===== config.mk =====
export PLATFORM = sky130hd
export DESIGN_NAME = stat_bist_controller_flat
export DESIGN_NICKNAME = d
export VERILOG_FILES = /design/src/rtl/stat_bist_pkg.sv /design/src/rtl/stat_bist_if.sv /design/src/rtl/stat_lfsr_step.sv /design/src/rtl/stat_bist_controller.sv /design/src/flat_wrapper.sv
export SDC_FILE = /design/constraint.sdc
export NUM_CORES = 1
export LEC_CHECK = 0
export ABC_CLOCK_PERIOD_IN_PS = 6760
export CAP_MARGIN = 25
export CORE_MARGIN = 8
export CORE_UTILIZATION = 50
export CTS_CLUSTER_SIZE = 10
export DETAILED_ROUTE_END_ITERATION = 6
export PLACE_DENSITY_LB_ADDON = 0.12
export SLEW_MARGIN = 20
export SYNTH_ARGS = -nofsm -noshare
export SYNTH_HDL_FRONTEND = slang
export SYNTH_SLANG_ARGS = --single-unit

===== constraint.sdc =====
create_clock -name clk -period 6.76 [get_ports clk]
set_input_delay 0.676 -clock clk [delete_from_list [all_inputs] [get_ports clk]]
set_output_delay 0.676 -clock clk [all_outputs]
set_load 0.01 [all_outputs]

===== src/rtl/stat_bist_pkg.sv =====
// -----------------------------------------------------------------------------
// stat_bist_pkg
// Shared definitions for the statistical BIST controller:
//   - bist_state_e : controller states (IDLE, LOAD, RUN, DONE)
//   - LFSR_TAPS    : feedback taps for x^32 + x^22 + x^2 + x + 1 (bits 31,21,1,0)
//   - lfsr_step()  : one shift of the pattern LFSR / MISR without the XOR input
// -----------------------------------------------------------------------------
package stat_bist_pkg;

    typedef enum logic [1:0] {
        IDLE = 2'd0,
        LOAD = 2'd1,
        RUN  = 2'd2,
        DONE = 2'd3
    } bist_state_e;

    localparam logic [31:0] LFSR_TAPS = 32'h8020_0003;

    // Shift left by one; the new LSB is the parity of the tapped bits.
    function automatic logic [31:0] lfsr_step(input logic [31:0] x);
        return {x[30:0], ^(x & LFSR_TAPS)};
    endfunction

endpackage


===== src/rtl/stat_bist_if.sv =====
// -----------------------------------------------------------------------------
// stat_bist_if
// Bundles the harness-facing and CUT-facing signals of stat_bist_controller.
//   start      : run request (harness -> controller)
//   golden_sig : expected signature (harness -> controller)
//   cut_out    : CUT response (CUT -> controller)
//   cut_in     : pattern driving the CUT inputs (controller -> CUT)
//   busy       : high while loading / running
//   done       : one-cycle end-of-run pulse
//   pass       : result of the last run
//   signature  : MISR contents
//   abort      : only when STAT_BIST_ABORT_EN is defined; cuts a run short
// Modports: master = harness/CUT side, slave = controller side.
// -----------------------------------------------------------------------------
interface stat_bist_if #(
    parameter int WIDTH = 32
);
    logic             start;
    logic [WIDTH-1:0] golden_sig;
    logic [WIDTH-1:0] cut_out;
    logic [WIDTH-1:0] cut_in;
    logic             busy;
    logic             done;
    logic             pass;
    logic [WIDTH-1:0] signature;

`ifdef STAT_BIST_ABORT_EN
    logic             abort;

    modport master (
        output start, golden_sig, cut_out, abort,
        input  cut_in, busy, done, pass, signature
    );

    modport slave (
        input  start, golden_sig, cut_out, abort,
        output cut_in, busy, done, pass, signature
    );
`else
    modport master (
        output start, golden_sig, cut_out,
        input  cut_in, busy, done, pass, signature
    );

    modport slave (
        input  start, golden_sig, cut_out,
        output cut_in, busy, done, pass, signature
    );
`endif

endinterface


===== src/rtl/stat_lfsr_step.sv =====
// -----------------------------------------------------------------------------
// stat_lfsr_step
// Combinational next-state for the shared LFSR/MISR structure:
//   state_out = lfsr_step(state_in) ^ xor_in
// With xor_in tied to zero this is a plain pattern LFSR; with xor_in fed by
// the CUT outputs it becomes the signature compactor (MISR).
// Ports:
//   state_in  in  WIDTH  current register value
//   xor_in    in  WIDTH  value folded into the shifted state
//   state_out out WIDTH  next register value
// WIDTH must be 32 to match the tap polynomial in stat_bist_pkg.
// -----------------------------------------------------------------------------
module stat_lfsr_step
    import stat_bist_pkg::*;
#(
    parameter int WIDTH = 32
) (
    input  logic [WIDTH-1:0] state_in,
    input  logic [WIDTH-1:0] xor_in,
    output logic [WIDTH-1:0] state_out
);

    assign state_out = lfsr_step(state_in) ^ xor_in;

endmodule


===== src/rtl/stat_bist_controller.sv =====
// -----------------------------------------------------------------------------
// stat_bist_controller
// BIST sequencer for one combinational CUT: an LFSR drives cut_in, a MISR
// compacts cut_out, and the final signature is compared with golden_sig.
// Ports:
//   clk  in   single clock, rising edge
//   rst  in   asynchronous active-high reset
//   bus       stat_bist_if.slave (start, golden_sig, cut_out, cut_in, busy,
//             done, pass, signature, and abort when enabled)
// Parameters: WIDTH (32 only), PATTERN_COUNT (1..65535), SEED (non-zero),
//             CNT_W (pattern counter width).
// Optional feature macro: STAT_BIST_ABORT_EN adds bus.abort, which ends a run
// from LOAD or RUN by jumping to DONE with pass forced low.
// -----------------------------------------------------------------------------
module stat_bist_controller
    import stat_bist_pkg::*;
#(
    parameter int               WIDTH         = 32,
    parameter int               PATTERN_COUNT = 1024,
    parameter logic [WIDTH-1:0] SEED          = {{(WIDTH-1){1'b0}}, 1'b1},
    parameter int               CNT_W         = 16
) (
    input logic       clk,
    input logic       rst,
    stat_bist_if.slave bus
);

    localparam logic [1:0] ST_IDLE = IDLE;
    localparam logic [1:0] ST_LOAD = LOAD;
    localparam logic [1:0] ST_RUN  = RUN;
    localparam logic [1:0] ST_DONE = DONE;

    localparam logic [CNT_W-1:0] LAST_COUNT = CNT_W'(PATTERN_COUNT - 1);

    logic [1:0]       state;
    logic [CNT_W-1:0] count;
    logic [WIDTH-1:0] pattern;
    logic [WIDTH-1:0] sig;
    logic [WIDTH-1:0] next_pattern;
    logic [WIDTH-1:0] next_sig;
    logic             pass_q;
    logic             aborted;
    logic             abort_req;

`ifdef STAT_BIST_ABORT_EN
    assign abort_req = bus.abort;
`else
    assign abort_req = 1'b0;
`endif

    stat_lfsr_step #(.WIDTH(WIDTH)) u_pattern_gen (
        .state_in  (pattern),
        .xor_in    ({WIDTH{1'b0}}),
        .state_out (next_pattern)
    );

    stat_lfsr_step #(.WIDTH(WIDTH)) u_misr (
        .state_in  (sig),
        .xor_in    (bus.cut_out),
        .state_out (next_sig)
    );

    // Sequencer. An abort wins over the normal work of the cycle, so the
    // signature stays exactly as it was after the last absorbed pattern.
    // 'aborted' remembers why DONE was entered so the compare can be skipped.
    always_ff @(posedge clk or posedge rst) begin
        if (rst) begin
            state   <= ST_IDLE;
            count   <= '0;
            pattern <= '0;
            sig     <= '0;
            pass_q  <= 1'b0;
            aborted <= 1'b0;
        end else begin
            case (state)
                ST_IDLE: begin
                    if (bus.start) begin
                        state   <= ST_LOAD;
                        aborted <= 1'b0;
                    end
                end
                ST_LOAD: begin
                    if (abort_req) begin
                        state   <= ST_DONE;
                        aborted <= 1'b1;
                    end else begin
                        pattern <= SEED;
                        sig     <= '0;
                        count   <= '0;
                        pass_q  <= 1'b0;
                        state   <= ST_RUN;
                    end
                end
                ST_RUN: begin
                    if (abort_req) begin
                        state   <= ST_DONE;
                        aborted <= 1'b1;
                    end else begin
                        sig     <= next_sig;
                        pattern <= next_pattern;
                        count   <= count + 1'b1;
                        if (count == LAST_COUNT) begin
                            state <= ST_DONE;
                        end
                    end
                end
                ST_DONE: begin
                    pass_q <= aborted ? 1'b0 : (sig == bus.golden_sig);
                    state  <= ST_IDLE;
                end
                default: begin
                    state <= ST_IDLE;
                end
            endcase
        end
    end

    assign bus.cut_in    = pattern;
    assign bus.signature = sig;
    assign bus.busy      = (state == ST_LOAD) || (state == ST_RUN);
    assign bus.done      = (state == ST_DONE);
    assign bus.pass      = pass_q;

endmodule

===== src/flat_wrapper.sv =====
// flat-port wrapper written by rule: the top's interface ports become plain ports
module stat_bist_controller_flat import stat_bist_pkg::*;
#(
    parameter int               WIDTH         = 32,
    parameter int               PATTERN_COUNT = 1024,
    parameter logic [WIDTH-1:0] SEED          = {{(WIDTH-1){1'b0}}, 1'b1},
    parameter int               CNT_W         = 16
)
  (clk, rst, bus_start, bus_golden_sig, bus_cut_out, bus_cut_in, bus_busy, bus_done, bus_pass, bus_signature);
  stat_bist_if #(.WIDTH(WIDTH)) bus_i ();
  input logic clk;
  input logic rst;
  input wire logic [$bits(bus_i.start)-1:0] bus_start;
  input wire logic [$bits(bus_i.golden_sig)-1:0] bus_golden_sig;
  input wire logic [$bits(bus_i.cut_out)-1:0] bus_cut_out;
  output wire logic [$bits(bus_i.cut_in)-1:0] bus_cut_in;
  output wire logic [$bits(bus_i.busy)-1:0] bus_busy;
  output wire logic [$bits(bus_i.done)-1:0] bus_done;
  output wire logic [$bits(bus_i.pass)-1:0] bus_pass;
  output wire logic [$bits(bus_i.signature)-1:0] bus_signature;
  assign bus_i.start = bus_start;
  assign bus_i.golden_sig = bus_golden_sig;
  assign bus_i.cut_out = bus_cut_out;
  assign bus_cut_in = bus_i.cut_in;
  assign bus_busy = bus_i.busy;
  assign bus_done = bus_i.done;
  assign bus_pass = bus_i.pass;
  assign bus_signature = bus_i.signature;
  stat_bist_controller #(.WIDTH(WIDTH), .PATTERN_COUNT(PATTERN_COUNT), .SEED(SEED), .CNT_W(CNT_W)) u_core (.clk(clk), .rst(rst), .bus(bus_i));
endmodule

# Yosys cells after proc, flatten, opt, wreduce, memory -nomap -nowiden

Cells that the tools add are included.

Bits in read-only memories: 0
Bits of input ports: 67
RAM bits: 0
Output and inout port bits: 67
Flip-flop bits (word level): 83
Logic and storage cells: 28
Latch bits: 0
Memories: 0

Muxes and demuxes: 7
Add/sub/neg operators: 1
Order comparisons: 0
Reduce and logical (&&, ||, !) cells: 7
Bitwise gates (word level): 1
Div/mod/pow operators: 0
Equality and inequality tests: 7
Multipliers: 0
Shift-type cells: 0

Operators by type and width:

| kind                    | count |
|---|---|
| $pmux W32 S2            | 2 |
| $reduce_xor A32 Y1      | 2 |
| $eq A32 B32 Y1          | 1 |
| $pmux W16 S2            | 1 |
| $xor A32 B32 Y32        | 1 |
| $add A16 B1 Y16 const B | 1 |
| $eq A16 B10 Y1 const B  | 1 |
| $pmux W2 S4             | 1 |
| $eq A2 B2 Y1 const B    | 2 |
| $mux W2                 | 2 |
| $reduce_bool A2 Y1      | 2 |
| $eq A2 B1 Y1 const B    | 1 |
| $logic_not A2 Y1        | 1 |
| $ne A2 B1 Y1 const B    | 1 |
| $ne A2 B2 Y1 const B    | 1 |
| $pmux W1 S2             | 1 |
| $reduce_and A2 Y1       | 1 |
| $logic_or A1 B1 Y1      | 1 |

# Logic depth before layout (Yosys ltp)

Gate-level depths: netlist (run 1).

Depth in word-level cells: 3
Depth in mapped cells: 8
Mapped depth without buffers: 7

# Hierarchy

Synthesis (run 1) repeated with hierarchy kept, for this count alone.

Cells, all modules: 486
Area total of the unflattened synthesis: 4428.0 um2

By module, submodules not included:

| module               | cells an instance | area each (um2) | instances | sequential area each (um2) |
|---|---|---|---|---|
| stat_bist_controller | 418               | 3804.9          | 1         | 2077.0 |
| stat_lfsr_step       | 34                | 311.5           | 2         | 0.0 |

# Worst setup path before layout (run 1)

Ideal clock, no wire load.

Path kind: register to register
Start: reg u_core.state[0]
End: reg u_core.count[11]
Setup time: 0.078 ns
Required time: 6.682 ns
Path buffers: 1
Slack: 4.927 ns
Arrival: 1.755 ns
Stages on the path, launching flop included: 9
Clock period less this slack: 1.833 ns
Cells stage by stage: dfrtp_1 -> inv_1 -> ha_1 -> buf_2 -> nand3_2 -> nor3_4 -> nand2_2 -> or3_1 -> a21oi_1

Longest elaborated chain between the ends: 2
Elaborated cells between the ends (all ways): 4
Those cells by class: eq/ne (2); mux (1); reduce/logical (1)

RTL lines:

| what                                                      | RTL line                    | source |
|---|---|---|
| start: declaration                                        | stat_bist_controller.sv:35  | `logic [1:0] state;` |
| start signal: assignment                                  | stat_bist_controller.sv:68  | `state <= ST_IDLE;` |
| start signal: assignment                                  | stat_bist_controller.sv:78  | `state <= ST_LOAD;` |
| start signal: assignment                                  | stat_bist_controller.sv:84  | `state <= ST_DONE;` |
| $eq A2 B2 Y1 / $eq A2 B1 Y1 (equally long branches)       | stat_bist_controller.sv:75  | `case (state)` |
| $pmux W16 S2 / $reduce_bool A2 Y1 (equally long branches) | --                          |  |
| end signal: assignment                                    | stat_bist_controller.sv:101 | `count <= count + 1'b1;` |
| end: declaration                                          | stat_bist_controller.sv:36  | `logic [CNT_W-1:0] count;` |

Several ways; a longest one is shown, not always the timed one.
A chain may end at the register's enable or synchronous reset.

# Final worst setup path (run 1)

Start: reg u_core.state[0]
End: reg u_core.count[14]

Same word-level chain as after synthesis.

==> impl_metrics.yaml, run 1 <==
synthesis:
  synth_cells: 402
  async_reset_ff_share_pct: 100
  postSynthAreaPerCell_um2: 9.97
  post-synth-top-area-cell: "dfrtp_1"
  yosys_warnings: 0
  synth_area_leaders: "dfrtp_1, xnor2_1, o22ai_1, inv_1, xor2_1"
  ys_ff_latch: 83
  ys_types: 31
  yosysMostFrequentCell: "dfrtp_1"
  synth.net_count: 475
  yosys-top-cells-count: "dfrtp_1, inv_1, o22ai_1"
  synth-main-ff-cell: "dfrtp_1"
  synth-edff-count: 0
  seq_area_frac_synth_pct: 51.8
  netlist.area_leader.share_pct: 51.8
  syn_area_um2: 4010
layout:
  multi_input_area_um2: 1600
  num-fill-cells: 562
  syn2layout_area_growth_pct: 41.4
  nets: 605
  n_antenna_cell: 0
  drive_gt1_share_pct: 4.84
  final_util_pct: 73.3
  seq_area_um2: 2080
run_status:
  status: "finished, final reports clean"
routing:
  drt_iter0_drc: 142
  wirelength_um: 10800
  wl_per_cell_um: 16.9
  vias_per_cell: 5.21
  drc_errors: 0
  drt_first_pass_iters: 4
  num_vias: 3331
  ant_nets: 0
worst_setup_path:
  worstPathArrival_ns: 2.96
  cp-end-kind: "flop"
  crit_path_start: "u_core.state[0]"
  critPathKind: "flop to flop"
  timing.rr.start: "u_core.state[0]"
  critical_path.endpoint: "u_core.count[14]"
  r2r.worst_path.cells: 8
  startpoint_type: "flop"
  cp.required_ns: 6.97
  r2r_end: "u_core.count[14]"
  critPathMaxFanout: 80
  r2r_setup_slack_ns: 4.00
global_route:
  grt_pass1_wl_um: 17600
  grt.total_usage_pct: 19.5
  grt_overflow_total: 0
  grt_pass1_vias: 3382
  grt_max_degree: 84
  antenna_found_initial: 0
sta:
  fmax_mhz: 363
  min_period_over_period_pct: 40.8
  fin_ws_ns: 4.00
  rsz0062_at_grt: "no"
  slew_violations: 0
  worst_clock_skew_ns: 0.00850
  finalHoldViolations: 0
  tightestPinTransition_ns: 0.742
  fin_tns_setup_ns: 0
  worst_slew_margin_rel_pct: 50.6
  setup_viol: 0
  min_period_ns: 2.76
die:
  die_area_um2: 11100
  num_rows: 32
  io_pins: 134
  start_util_pct: 51.8
  coreArea_um2: 7730
  fp.dieW_um: 106
  die_y_um: 106
pwr:
  total_power_mw: 1.83
  p_leak_nw: 2.27
  ir_worst_vdd_mv: 0.248
  power_density_nw_per_um2: 324
placed_design:
  io_buffers: 133
  place_ws_ns: 3.93
  dp_hpwl_um: 7990
  gp_congestion: 0.803
cts:
  cts_tree: "yes"
  numCtsBuffers: 9
  cts.root.buffer_cell: "clkbuf_8"
  cts_resized: 0
  cts.sinks: 83
  clk_latency_ns: 0.34
  hold_buffers: 0
  postCtsSetupRepairBufs: 0
  htreeDepth: 3
  cts_max_path_buffers: 2
  clk_pin_slew_worst_paths_ns: 0.08
run:
  drv_cap: 0
worst_hold_path:
  worstHoldPathType: "flop to flop"
  worstHoldPathCells: 2
==> sequential cells by signal, summed over array words and instances, names as in the netlist <==
signal	cells
u_core.bus.cut_in	32
u_core.state	2
u_core.bus.signature	32
u_core.count	16
u_core.bus.pass	1
==> cell families (layout without fill, tap and decap cells) <==
logic type               count (synthesis)  in the layout  synth area share (%)
buffers and inverters                   87            222                  8.24
AO/OA/AOI/OAI                           84             84                  12.6
flip-flops                              83             83                  51.8
XOR/XNOR                                75             75                  16.4
AND/OR/NAND/NOR                         66             66                  8.71
adder cells (fa/ha/maj)                  6              6                  1.87
multiplexers                             1              1                 0.281
==> routing by layer <==
| layer | part of all wire (%) | track usage (%) |
|---|---|---|
| met1 | 43 | 24.7 |
| met2 | 50 | 31.8 |
| met3 | 5.0 | 4.63 |
| met4 | 1.6 | 6.83 |
| met5 | 0 | 0 |
==> stage by stage <==
| step | hold slack [ns] | instance area, µm² | std cells |
|---|---|---|---|
| 6_report | 0.496 | 5670 | 639 |
| 5_1_grt | 0.546 | 5670 | 639 |
| 4_1_cts | 0.504 | 5640 | 638 |
| 3_5_place_dp | 0.486 | 5420 | 622 |
| 3_3_place_gp | 0.468 | 5420 | 622 |
| 2_1_floorplan | 0.457 | 4010 | 402 |
==> area by class of cell <==
cell class / instances / share of cell area, %
clock inverters: 7 / 1.74
flip-flops and latches: 83 / 36.7
inverters: 70 / 4.66
well taps: 102 / 2.25
clock buffers: 9 / 2.19
repair buffers: 136 / 24.2
multi-input cells: 232 / 28.3
==> critical path: stages (launching register included) <==
cell     delay, ns
dfrtp_1       0.41
inv_1         0.10
ha_2          0.34
buf_4         0.59
nand4_1       0.32
nor3_1        0.44
nand4_1       0.17
xor2_1        0.17
nor2_1        0.05
==> worst min-delay path by stage <==
stage | end | startpoint | slack (ns)
final | u_core.bus.pass | u_core.bus.pass | 0.50
after global routing | u_core.count[8] | u_core.count[8] | 0.55
after CTS | u_core.bus.pass | u_core.bus.pass | 0.50
after detailed placement | u_core.bus.pass | u_core.bus.pass | 0.49
after global placement | u_core.bus.pass | u_core.bus.pass | 0.47
after floorplan | u_core.count[8] | u_core.count[8] | 0.46
==> power by group <==
| part | switching [mW] | total, mW | internal (mW) |
|---|---|---|---|
| registers | 0.0953 | 0.665 | 0.569 |
| clock network | 0.182 | 0.393 | 0.211 |
| logic | 0.432 | 0.775 | 0.344 |
| total | 0.709 | 1.83 | 1.12 |
==> cell usage in the layout (no fill, tap or decap), types with 2 or more instances in the layout <==
cell,instances
clkbuf_8,9
nor2b_1,2
nand2_2,2
nor3_1,2
inv_6,3
nor2_1,10
clkinv_2,2
o22ai_1,58
nand2_1,16
xnor2_1,53
or3_1,4
nor4_1,5
ha_1,5
clkdlybuf4s50_1,133
inv_1,69
xor2_1,22
bufinv_16,2
nand3_1,9
a21oi_1,6
o21ai_0,16
dfrtp_1,83
nand4_1,10
Note: power is estimated with default switching activity, not from simulation.
==> run 2: changes to the inputs <==
- ABC_CLOCK_PERIOD_IN_PS: 6760 -> 2300
- CORE_UTILIZATION: 50 -> 42
- clock period: 6.76 -> 2.3 ns (I/O delays scaled with it)
==> run 2 against run 1 <==
- via count decreased by 2.4%
- global-route usage decreased by 1.8 points
- utilization decreased by 11 points
- non-clock buffer count increased by 3
- clock power increased to 2.9 times the previous value
- total power increased to 3.0 times the previous value
- combinational power increased to 3.0 times the previous value
==> impl_metrics.yaml, run 2 (synthesis results as in run 1) <==
global_route:
  grt_max_degree: 84
  grt_pass1_wl_um: 17800
  grt_pass1_vias: 3334
  grt.total_usage_pct: 17.6
  antenna_found_initial: 0
  grt_overflow_total: 0
die:
  start_util_pct: 43.4
  fp.dieW_um: 114
  die_area_um2: 12900
  die_y_um: 114
  coreArea_um2: 9240
  io_pins: 134
  num_rows: 35
worst_setup_path:
  cp-end-kind: "output port"
  cp.required_ns: 2.07
  worstPathArrival_ns: 1.82
  path_buf_inv: 2
  slowest_delay_ns: 0.59
  crit_family: "buffers and inverters"
  critPathKind: "flop to output port"
  critPathMaxFanout: 6
  slowest_stage: "clkdlybuf4s50_1"
  cp_cell_sequence: "inv_1, ha_2, clkdlybuf4s50_1"
  startpoint_type: "flop"
cts:
  cts_resized: 0
  postCtsSetupRepairBufs: 0
  clk_pin_slew_worst_paths_ns: 0.08
  clk_latency_ns: 0.34
  numCtsBuffers: 9
  hold_buffers: 0
  htreeDepth: 3
  cts.root.buffer_cell: "clkbuf_8"
  cts.sinks: 83
  cts_tree: "yes"
  cts_max_path_buffers: 2
placed_design:
  placed_area_um2: 5500
  gp_congestion: 0.811
  io_buffers: 133
  dp_hpwl_um: 8620
  place_ws_ns: 0.371
routing:
  wl_per_cell_um: 17.1
  wirelength_um: 11400
  vias_per_cell: 4.86
  drt_first_pass_iters: 4
  ant_nets: 0
  num_vias: 3250
  drt_iter0_drc: 114
  drc_errors: 0
pwr:
  ir_worst_vdd_mv: 0.576
  power_density_nw_per_um2: 952
  p_leak_nw: 2.27
sta:
  fin_ws_ns: 0.252
  min_period_over_period_pct: 89.0
  slew_violations: 0
  worst_slew_margin_rel_pct: 50.1
  worst_clock_skew_ns: 0.0134
  tightestPinTransition_ns: 0.747
  finalHoldViolations: 0
  fin_tns_setup_ns: 0
  rsz0062_at_grt: "no"
  min_period_ns: 2.05
  setup_viol: 0
  fmax_mhz: 488
layout:
  n_antenna_cell: 0
  layout_commonest_cell: "clkdlybuf4s50_1"
  nets: 608
  drive_gt1_share_pct: 5.19
  final_cell_mix: "clkdlybuf4s50_1, dfrtp_1, inv_1, o22ai_1, xnor2_1"
  design_area_um2: 5720
  syn2layout_area_growth_pct: 42.7
worst_hold_path:
  worstHoldPathType: "input pin to async pin"
run:
  drv_cap: 0
run_status:
  status: "finished, final reports clean"
[run 2: cell count changes in the layout (fill, tap and decap cells not counted)]
cell        delta
clkinv_4       +2
inv_6          -3
clkinv_2       -1
clkinvlp_4     +1
clkbuf_1       +1
buf_6          -1
buf_4          +4
[run 2: final timing paths]
path,slack [ns],depth (start not counted),end,startpoint
min,0.36,3,u_core.bus.cut_in[5],rst
max,0.25,3,bus_busy,u_core.state[1]
max in group asynchronous,1.61,3,u_core.bus.signature[6],rst
max reg2reg,0.37,6,u_core.count[3],u_core.state[1]
min in group clk,0.50,1,u_core.count[8],u_core.count[8]
min reg2reg,0.50,1,u_core.count[8],u_core.count[8]
[run 2: area by class of cell]
class / instances / area, µm²
clock inverter: 6 / 90.1
timing repair buffer: 139 / 1390
sequential: 83 / 2080
clock buffer: 10 / 128
inverter: 70 / 267
multi-input combinational: 232 / 1600
fill: 814 / 3520
tap: 129 / 161
[run 2: metal layers]
metal | wire length (µm) | GRT usage, % | share of wire, %
met5 | 0 | 0 | 0
met4 | 185 | 6.22 | 1.6
met3 | 706 | 5.07 | 6.2
met2 | 5510 | 28.8 | 48
met1 | 5020 | 21.7 | 44
[run 2: metrics by stage]
stage               cells  utilization (%)  total power [mW]  hold WS, ns
floorplan             402                -              3.41        0.404
global placement      653             59.5              4.30        0.480
detailed placement    653             59.5              4.35        0.485
CTS                   669             61.9              5.50        0.368
global route          669             61.9              5.78        0.394
finish                669             61.9              5.44        0.355
[run 2: power breakdown]
| part | leakage, nW | switching (mW) | internal [mW] |
|---|---|---|---|
| sequential | 1.13 | 0.278 | 1.67 |
| combinational | 1.03 | 1.31 | 1.04 |
| clock | 0.106 | 0.525 | 0.614 |
[run 2: worst reg2reg max path, cell delays in order, from the launching register on]
cell and delay (ns):
dfrtp_1 0.41, inv_1 0.10, ha_2 0.39, buf_4 0.39, nand2_2 0.12, buf_4 0.22, o31ai_1 0.22
